--- config.mk ---
export PLATFORM = sky130hd
export DESIGN_NAME = data_mem_arbiter
export DESIGN_NICKNAME = d
export VERILOG_FILES = /design/src/rtl/arm_mem_pkg.sv /design/src/rtl/mem_wait_counter.sv /design/src/rtl/data_mem_arbiter.sv
export SDC_FILE = /design/constraint.sdc
export NUM_CORES = 1
export LEC_CHECK = 0
export CAP_MARGIN = 20
export CORE_ASPECT_RATIO = 0.8
export CORE_UTILIZATION = 41
export CTS_CLUSTER_SIZE = 12
export DETAILED_ROUTE_END_ITERATION = 12
export DONT_BUFFER_PORTS = 1
export PLACE_DENSITY = 0.51
export SYNTH_ARGS = -nofsm -noshare
export SYNTH_HDL_FRONTEND = slang
export SYNTH_SLANG_ARGS = --single-unit
--- constraint.sdc ---
create_clock -name clk -period 2.1 [get_ports clk]
set_input_delay 0.315 -clock clk [delete_from_list [all_inputs] [get_ports clk]]
set_output_delay 0.315 -clock clk [all_outputs]
set_load 0.02 [all_outputs]
--- src/rtl/arm_mem_pkg.sv ---
// Shared types and address helpers for the MEM-stage data memory arbiter.
package arm_mem_pkg;

    typedef enum logic [2:0] {
        IDLE   = 3'd0,
        ACC_P  = 3'd1,
        DONE_P = 3'd2,
        ACC_D  = 3'd3,
        DONE_D = 3'd4
    } arb_state_e;

    localparam int unsigned BASE_ADDR_DEF = 1024;

    typedef struct packed {
        logic        valid;
        logic [31:0] word;
    } xlate_t;

    // The word index stays full width so the caller can both truncate and range-check it.
    function automatic xlate_t translate_addr(input logic [31:0] byteAddr,
                                              input logic [31:0] baseAddr,
                                              input int unsigned addrW);
        xlate_t      res;
        logic [31:0] offset;
        offset    = byteAddr - baseAddr;
        res.word  = {2'b00, offset[31:2]};
        res.valid = (byteAddr >= baseAddr) && ((res.word >> addrW) == 32'd0);
        return res;
    endfunction

endpackage

--- src/rtl/mem_wait_counter.sv ---
// Wait-state counter: cleared while idle, stepped once per access cycle, done at WAIT_STATES.
module mem_wait_counter #(
    parameter int unsigned WAIT_STATES = 3
) (
    input  logic clk,
    input  logic rst,
    input  logic clear_i,
    input  logic inc_i,
    output logic done_o
);

    localparam int unsigned CNT_W = (WAIT_STATES > 0) ? $clog2(WAIT_STATES + 1) : 1;

    logic [CNT_W-1:0] count_q, count_d;

    always_comb begin
        count_d = count_q;
        if (clear_i) begin
            count_d = '0;
        end else if (inc_i) begin
            count_d = count_q + CNT_W'(1);
        end
    end

    always_ff @(posedge clk) begin
        if (!rst) begin
            count_q <= '0;
        end else begin
            count_q <= count_d;
        end
    end

    assign done_o = (count_q == CNT_W'(WAIT_STATES));

endmodule

--- src/rtl/data_mem_arbiter.sv ---
// Multi-cycle controller/arbiter for the single-port data memory shared by the MEM stage and debug port.
// Optional: define DBG_STARVE_GUARD_EN to let a long-waiting debug request pre-empt the pipeline.
module data_mem_arbiter
    import arm_mem_pkg::*;
#(
    parameter int unsigned DATA_W       = 32,
    parameter int unsigned ADDR_W       = 6,
    parameter int unsigned WAIT_STATES  = 3,
    parameter int unsigned BASE_ADDR    = BASE_ADDR_DEF,
    parameter int unsigned STARVE_LIMIT = 8
) (
    input  logic              clk,
    input  logic              rst,
    input  logic              pipe_rd_en,
    input  logic              pipe_wr_en,
    input  logic [31:0]       pipe_addr,
    input  logic [DATA_W-1:0] pipe_wdata,
    output logic [DATA_W-1:0] pipe_rdata,
    output logic              pipe_ready,
    input  logic              dbg_req,
    input  logic              dbg_we,
    input  logic [ADDR_W-1:0] dbg_addr,
    input  logic [DATA_W-1:0] dbg_wdata,
    output logic [DATA_W-1:0] dbg_rdata,
    output logic              dbg_ack,
    output logic              mem_en,
    output logic              mem_we,
    output logic [ADDR_W-1:0] mem_addr,
    output logic [DATA_W-1:0] mem_wdata,
    input  logic [DATA_W-1:0] mem_rdata
);

    arb_state_e        state_q, state_d;
    logic [ADDR_W-1:0] addr_q, addr_d;
    logic [DATA_W-1:0] wdata_q, wdata_d;
    logic              we_q, we_d;
    logic              valid_q, valid_d;
    logic [DATA_W-1:0] pipeRdata_q, pipeRdata_d;
    logic [DATA_W-1:0] dbgRdata_q, dbgRdata_d;

    xlate_t            pipeXlate;
    logic              pipeReq;
    logic              starveHit;
    logic              grantDbg;
    logic              cntClear;
    logic              cntInc;
    logic              cntDone;
    logic [DATA_W-1:0] capData;
    logic              unusedXlateHigh;

    assign pipeXlate       = translate_addr(pipe_addr, 32'(BASE_ADDR), ADDR_W);
    assign unusedXlateHigh = |(pipeXlate.word >> ADDR_W);
    assign pipeReq         = pipe_rd_en | pipe_wr_en;
    assign grantDbg        = dbg_req & (~pipeReq | starveHit);

`ifdef DBG_STARVE_GUARD_EN
    localparam int unsigned STARVE_W = (STARVE_LIMIT > 0) ? $clog2(STARVE_LIMIT + 1) : 1;

    logic [STARVE_W-1:0] starveCnt_q, starveCnt_d;

    assign starveHit = (starveCnt_q >= STARVE_W'(STARVE_LIMIT));

    // Counts cycles a debug request waits while someone else owns or wins the memory.
    always_comb begin
        starveCnt_d = starveCnt_q;
        if ((state_q == IDLE) && grantDbg) begin
            starveCnt_d = '0;
        end else if (dbg_req && (state_q != ACC_D) && (state_q != DONE_D) && !starveHit) begin
            starveCnt_d = starveCnt_q + STARVE_W'(1);
        end
    end

    always_ff @(posedge clk) begin
        if (!rst) begin
            starveCnt_q <= '0;
        end else begin
            starveCnt_q <= starveCnt_d;
        end
    end
`else
    localparam bit unusedStarveLimit = (STARVE_LIMIT != 0);
    assign starveHit = 1'b0;
`endif

    mem_wait_counter #(
        .WAIT_STATES(WAIT_STATES)
    ) uWaitCnt (
        .clk    (clk),
        .rst    (rst),
        .clear_i(cntClear),
        .inc_i  (cntInc),
        .done_o (cntDone)
    );

    // Suppressed (out-of-range) pipeline reads and all writes report zero.
    assign capData = (valid_q && !we_q) ? mem_rdata : '0;

    always_comb begin
        state_d     = state_q;
        addr_d      = addr_q;
        wdata_d     = wdata_q;
        we_d        = we_q;
        valid_d     = valid_q;
        pipeRdata_d = pipeRdata_q;
        dbgRdata_d  = dbgRdata_q;
        cntClear    = 1'b0;
        cntInc      = 1'b0;
        mem_en      = 1'b0;
        mem_we      = 1'b0;
        dbg_ack     = 1'b0;
        unique case (state_q)
            IDLE: begin
                cntClear = 1'b1;
                if (grantDbg) begin
                    state_d = ACC_D;
                    addr_d  = dbg_addr;
                    wdata_d = dbg_wdata;
                    we_d    = dbg_we;
                    valid_d = 1'b1;
                end else if (pipeReq) begin
                    state_d = ACC_P;
                    addr_d  = pipeXlate.word[ADDR_W-1:0];
                    wdata_d = pipe_wdata;
                    we_d    = pipe_wr_en;
                    valid_d = pipeXlate.valid;
                end
            end
            ACC_P, ACC_D: begin
                mem_en = valid_q;
                mem_we = valid_q & we_q;
                cntInc = 1'b1;
                if (cntDone) begin
                    if (state_q == ACC_P) begin
                        state_d     = DONE_P;
                        pipeRdata_d = capData;
                    end else begin
                        state_d    = DONE_D;
                        dbgRdata_d = capData;
                    end
                end
            end
            DONE_P: begin
                state_d = IDLE;
            end
            DONE_D: begin
                dbg_ack = 1'b1;
                state_d = IDLE;
            end
            default: begin
                state_d = IDLE;
            end
        endcase
    end

    always_ff @(posedge clk) begin
        if (!rst) begin
            state_q     <= IDLE;
            addr_q      <= '0;
            wdata_q     <= '0;
            we_q        <= 1'b0;
            valid_q     <= 1'b0;
            pipeRdata_q <= '0;
            dbgRdata_q  <= '0;
        end else begin
            state_q     <= state_d;
            addr_q      <= addr_d;
            wdata_q     <= wdata_d;
            we_q        <= we_d;
            valid_q     <= valid_d;
            pipeRdata_q <= pipeRdata_d;
            dbgRdata_q  <= dbgRdata_d;
        end
    end

    assign pipe_ready = ~pipeReq | (state_q == DONE_P);
    assign mem_addr   = addr_q;
    assign mem_wdata  = wdata_q;
    assign pipe_rdata = pipeRdata_q;
    assign dbg_rdata  = dbgRdata_q;

endmodule

### Word-level counts from Yosys, hierarchy flattened

Index checks and enable logic that the tools add are counted.

* flip-flop bits (word level): 109
* output and inout port bits: 106
* input port bits: 140

* add/sub/neg operators: 2
* bitwise operators: 7
* muxes and demuxes: 19
* equality and inequality tests: 7
* reduce and logical (&&, ||, !) cells: 12
* magnitude comparators: 1

Operators by type and width (number)
* two-way mux 32 bit: 3
* >= comparator 32 x 11 -> 1 bit (second input constant): 1
* logical NOT 32 bit: 1
* subtractor 32 x 11 -> 32 bit (second input constant): 1
* two-way mux 3 bit: 4
* two-way mux 6 bit: 2
* two-way mux 1 bit: 9
* == test 3 x 2 -> 1 bit (second input constant): 2
* one-hot mux 3 bit (2 select lines): 1
* AND reduction 3 bit: 2
* AND reduction 2 bit: 2
* OR reduction 2 bit: 2
* == test 3 x 1 -> 1 bit (second input constant): 1
* == test 3 bit (second input constant): 1
* logical NOT 3 bit: 1
* inequality test 3 bit (second input constant): 1
* inverter 1 bit: 3
* adder 2 x 1 -> 2 bit (second input constant): 1
* bitwise AND 1 bit: 2
* == test 2 bit (second input constant): 1
* logical AND 1 bit: 2
* inequality test 2 bit (second input constant): 1
* OR 1 bit: 2
* nonzero test 2 bit: 1
* logical NOT 1 bit: 1

### Longest topological paths before layout

* depth after elaboration: 5
* gate-level depth with buffers: 7
* gate-level depth less buffers: 5

### Modules after synthesis

A second synthesis with hierarchy kept.

* cells, all modules: 522
* area total of the unflattened synthesis: 4778.3 µm²

By module, submodules not included
* data_mem_arbiter: cells each 514, area an instance 4693.3 µm², sequential area each 2142.1 µm², times used 1
* mem_wait_counter: cells each 8, area an instance 85.1 µm², sequential area each 40.0 µm², times used 1

### Worst setup path before layout

OpenSTA, ideal clock, no wires.

* path type: register -> register
* start: register uWaitCnt.count_q[0]
* end: register pipeRdata_q[19] (netlist: pipe_rdata[19])
* path slack: 0.659 ns
* buffers on the path: 2
* arrival: 1.319 ns
* library setup time: 0.122 ns
* period minus slack after synthesis: 1.441 ns
* cell stages (with the launch flop): 8
* cells stage by stage: dfxtp_1 > ha_1 > nand2_2 > or3_1 > clkbuf_1 > buf_2 > nand2_1 > a21boi_0

* longest elaborated chain between the ends: 2

Ends and longest elaborated chain
* from (decl): line mem_wait_counter.sv:14 `logic [CNT_W-1:0] count_q, count_d;`
* from (signal assigned): line mem_wait_counter.sv:29 `count_q <= count_d;`
* == test 2 bit: line mem_wait_counter.sv:33 `assign done_o = (count_q == CNT_W'(WAIT_STATES));`
* AND reduction 3 bit (no source line)
* to (signal assigned): line data_mem_arbiter.sv:170 `pipeRdata_q <= pipeRdata_d;`
* to (decl): line data_mem_arbiter.sv:38 `logic [DATA_W-1:0] pipeRdata_q, pipeRdata_d;`

No other way between the ends.
A chain may end at the register's enable or synchronous reset.

### Worst setup path after layout

* start: register state_q[0]
* end: output mem_we

* longest elaborated chain between the ends: 3
* elaborated cells on any way between the ends: 4
* classes of those cells: eq/ne: 2; mux: 1; reduce/logical: 1

Ends and longest elaborated chain
* from (decl): line data_mem_arbiter.sv:33 `arb_state_e state_q, state_d;`
* from (signal assigned): line data_mem_arbiter.sv:165 `state_q <= state_d;`
* == test 3 x 1 -> 1 bit or == test 3 x 2 -> 1 bit (tied branches): line data_mem_arbiter.sv:111 `unique case (state_q)`
* OR reduction 2 bit *: line data_mem_arbiter.sv:111
* two-way mux 1 bit *: line data_mem_arbiter.sv:111
* to (decl): line data_mem_arbiter.sv:27 `output logic mem_we,`

Every way passes the cells marked *; elsewhere a longest branch is shown, timed or not.

==> metrics.md <==
| Metric | Value |
|---|---|
| Status | complete, no violations |
| Die area | 12100 µm² |
| Endpoints failing setup | 0 |
| Sequential area share after synthesis | 45.7% |
| Post-Synth XOR/XNOR Area | 0.550% |
| DRT Pass-1 Iters | 4 |
| # placed instances | 625 |
| Root Buffer | clkbuf_16 |
| Lkg Pwr | 0.00200 µW |
| Compound-cell area share of the yosys netlist | 20.3% |
| RSZ-0062 raised after global routing | false |
| Critical Path Max Stage Delay | 0.52 ns |
| H-tree Lvls | 3 |
| Top Usage Layer GRT | met2 |
| Post-DP HPWL | 7.33 mm |
| CP arrival | 1.48 ns |
| Final ANT Viol Nets | 0 |
| Setup bufs post-CTS | 0 |
| Post-synth cell types | 41 |
| Max_slew headroom | 64.7% |
| Total gr overflow | 0 |
| CP max FO | 9 |
| # hold bufs at CTS | 0 |
| Synth Area in Adders | 0.262% |
| Worst Tran Pin Value | 0.537 ns |
| Vias in the first global route | 3387 |
| Clock Latency Late Sink | 0.34 ns |
| Met3 Track Usage GR | 8.51% |
| Met1 Use GR | 20.6% |
| DR WL/cell | 17.3 µm |
| Overall die width | 123 µm |
| Gate Count Post-Synth | 521 |
| VDD IR max | 0.000410 V |
| GR Layer Usage met2 | 29.8% |
| N_diodes | 0 |
| Ports | 246 |
| Worst-path clk slew | 0.07 ns |
| Hold crit path type | input port to flip-flop |
| Crit. End Element | output port |
| Final Max Slew Viols | 0 |
| Post-CTS sizing | 0 |
| PwrDens | 838 nW/µm² |
| Critical path required time | 1.78 ns |
| Fmax | 556 MHz |
| Setup CP Type | flip-flop to output port |
| Avg Inst Size Synth | 9.16 µm² |
| GP Congestion | 0.693 |
| Post-route setup TNS | 0 ns |
| Period minus WS final | 1.80 ns |
| Number of DRC markers in iteration 0 | 173 |
| Yosys warning total | 0 |
| Main combinational cell family by area after synthesis | compound AO/OA/AOI/OAI gates |
| Largest net degree at the start of global routing | 111 |
| Finished Layout Cells | 641 |
| CP Cell Sequence | nor2b_1, and3_1 |
| CTS Buf Count | 9 |
| Area Overhead vs Synth | 7.26% |
| Clk sinks | 109 |
| Setup Skew | 0.00927 ns |
| Startpoint types | flip-flop |
| Initial Utilization | 43.0% |
| DIE HEIGHT | 98.5 µm |
| CTS tree | built |
| Vias per cell | 5.62 |
| Seq cells post-synth | 109 |
| Most frequent cells in the layout | 109 x dfxtp_1, 105 x nand2_1, 65 x nand3_1 |
| DRC | 0 |
| Most common library cell in the layout ignoring fill and taps | dfxtp_1 |
| First-pass GRT wire length | 17.0 mm |
| Final wirelength | 11.1 mm |
| Port-buffer cells | 0 |
| Period utilization | 85.7% |
| Post-synthesis mux area share | 8.18% |
| Max Root-Sink Buffers | 2 |
| Syn_nets | 662 |
| Layout cells sized above 1 | 7.24% |
| Slowest cell on crit path | dfxtp_1 |
| Fin. Hold Viols | 0 |
| Simple-gate share of the synthesized area | 19.8% |
| Detailed-route via count | 3605 |
| Max Cap Viol | 0 |
| Nets@finish | 633 |
| Synthesized area | 4770 µm² |
| GRT Total Usage | 18.1% |
| Antenna violations before repair | 0 |
| Core area | 11100 µm² |
| Rows | 34 |
path summary, 6_finish.rpt:
| path | from | depth (start not counted) | end | slack [ns] |
|---|---|---|---|---|
| setup / recovery | state_q[0] | 2 | mem_we | 0.30 |
| hold / removal | rst | 1 | mem_wdata[13] | 0.1 |
| setup reg to reg | state_q[1] | 5 | mem_wdata[8] | 0.49 |
| hold reg to reg | uWaitCnt.count_q[1] | 2 | uWaitCnt.count_q[1] | 0.49 |
report_power, final:
| part | leakage [µW] | switching, µW | internal, µW |
|---|---|---|---|
| Combinational | 0.000975 | 156 | 159 |
| Clock | 0.000141 | 741 | 905 |
| Sequential | 0.000889 | 173 | 2160 |
registers in the layout (all words and copies together), names as in the netlist:
| name | cells |
|---|---|
| dbg_rdata | 32 |
| mem_addr | 6 |
| mem_wdata | 32 |
| pipe_rdata | 32 |
| state_q | 3 |
| uWaitCnt.count_q | 2 |
| valid_q | 1 |
| we_q | 1 |
cells by family (layout without fill, tap and decap cells):
group,count (synthesis),after routing
xor+xnor,3,3
mux,39,39
flops,109,109
simple gates,202,202
fa+ha+maj,1,1
compound gates,119,119
buf+inv,48,24
through the flow:
stage	setup WS, ns	hold WS [ns]	util (%)	power (µW)	cell area (µm²)
5_1_grt	0.205	0.0844	46.1	4480	5120
4_1_cts	0.286	0.0852	46.1	4370	5120
3_3_place_gp	0.517	0.450	43.5	2700	4820
3_5_place_dp	0.526	0.454	43.5	2700	4820
2_1_floorplan	0.659	0.461	-	2660	4770
6_report	0.300	0.0992	46.1	4290	5120
layout make-up:
cell class                      instances  area, µm²
Fill cell                            1130       5980
Multi-Input combinational cell        364       2360
Sequential cell                       109       2180
Clock buffer                           12        267
Tap cell                              144        180
Timing Repair Buffer                    8       97.6
Clock inverter                          4       28.8
cell usage after synthesis:
master	number	area, µm²
a21boi_0	6	45.0
a21boi_1	59	443
a21o_1	1	7.51
a21oi_1	2	10.0
and2_1	3	18.8
and3_1	1	6.26
and3b_1	1	8.76
buf_1	3	11.3
buf_2	24	120
buf_4	2	15.0
buf_6	4	45.0
clkbuf_1	15	56.3
dfxtp_1	109	2180
ha_1	1	12.5
mux2i_1	39	390
nand2_1	105	394
nand2_2	1	6.26
nand2b_1	2	12.5
nand3_1	65	325
nand4_1	1	6.26
nor2_1	3	11.3
nor2_2	2	12.5
nor2b_1	3	18.8
nor3_1	2	10.0
nor3_2	3	30.0
nor3b_1	1	7.51
nor3b_2	1	12.5
nor4_1	2	12.5
nor4b_1	1	8.76
o2111ai_1	1	8.76
o211a_1	38	380
o21a_1	1	7.51
o21ai_0	4	20.0
o21ai_1	3	15.0
o22ai_1	2	12.5
o31a_1	1	8.76
o31ai_2	1	12.5
or2_1	1	6.26
or3_1	2	12.5
or4_4	2	22.5
xnor2_1	3	26.3
layer usage:
layer	wire [µm]	share of wire (%)	vias to the layer above
met5	0	0	-
met4	147	1.3	0
met3	1270	11	11
met2	5260	47	145
met1	4400	40	1684
li1	-	-	1765
critical path, delay by kind of cell, from the launching register on:
kind,cells,cell delay (ns)
simple gates,2,0.63
flops,1,0.52
Power figures use the tool's default switching activity.
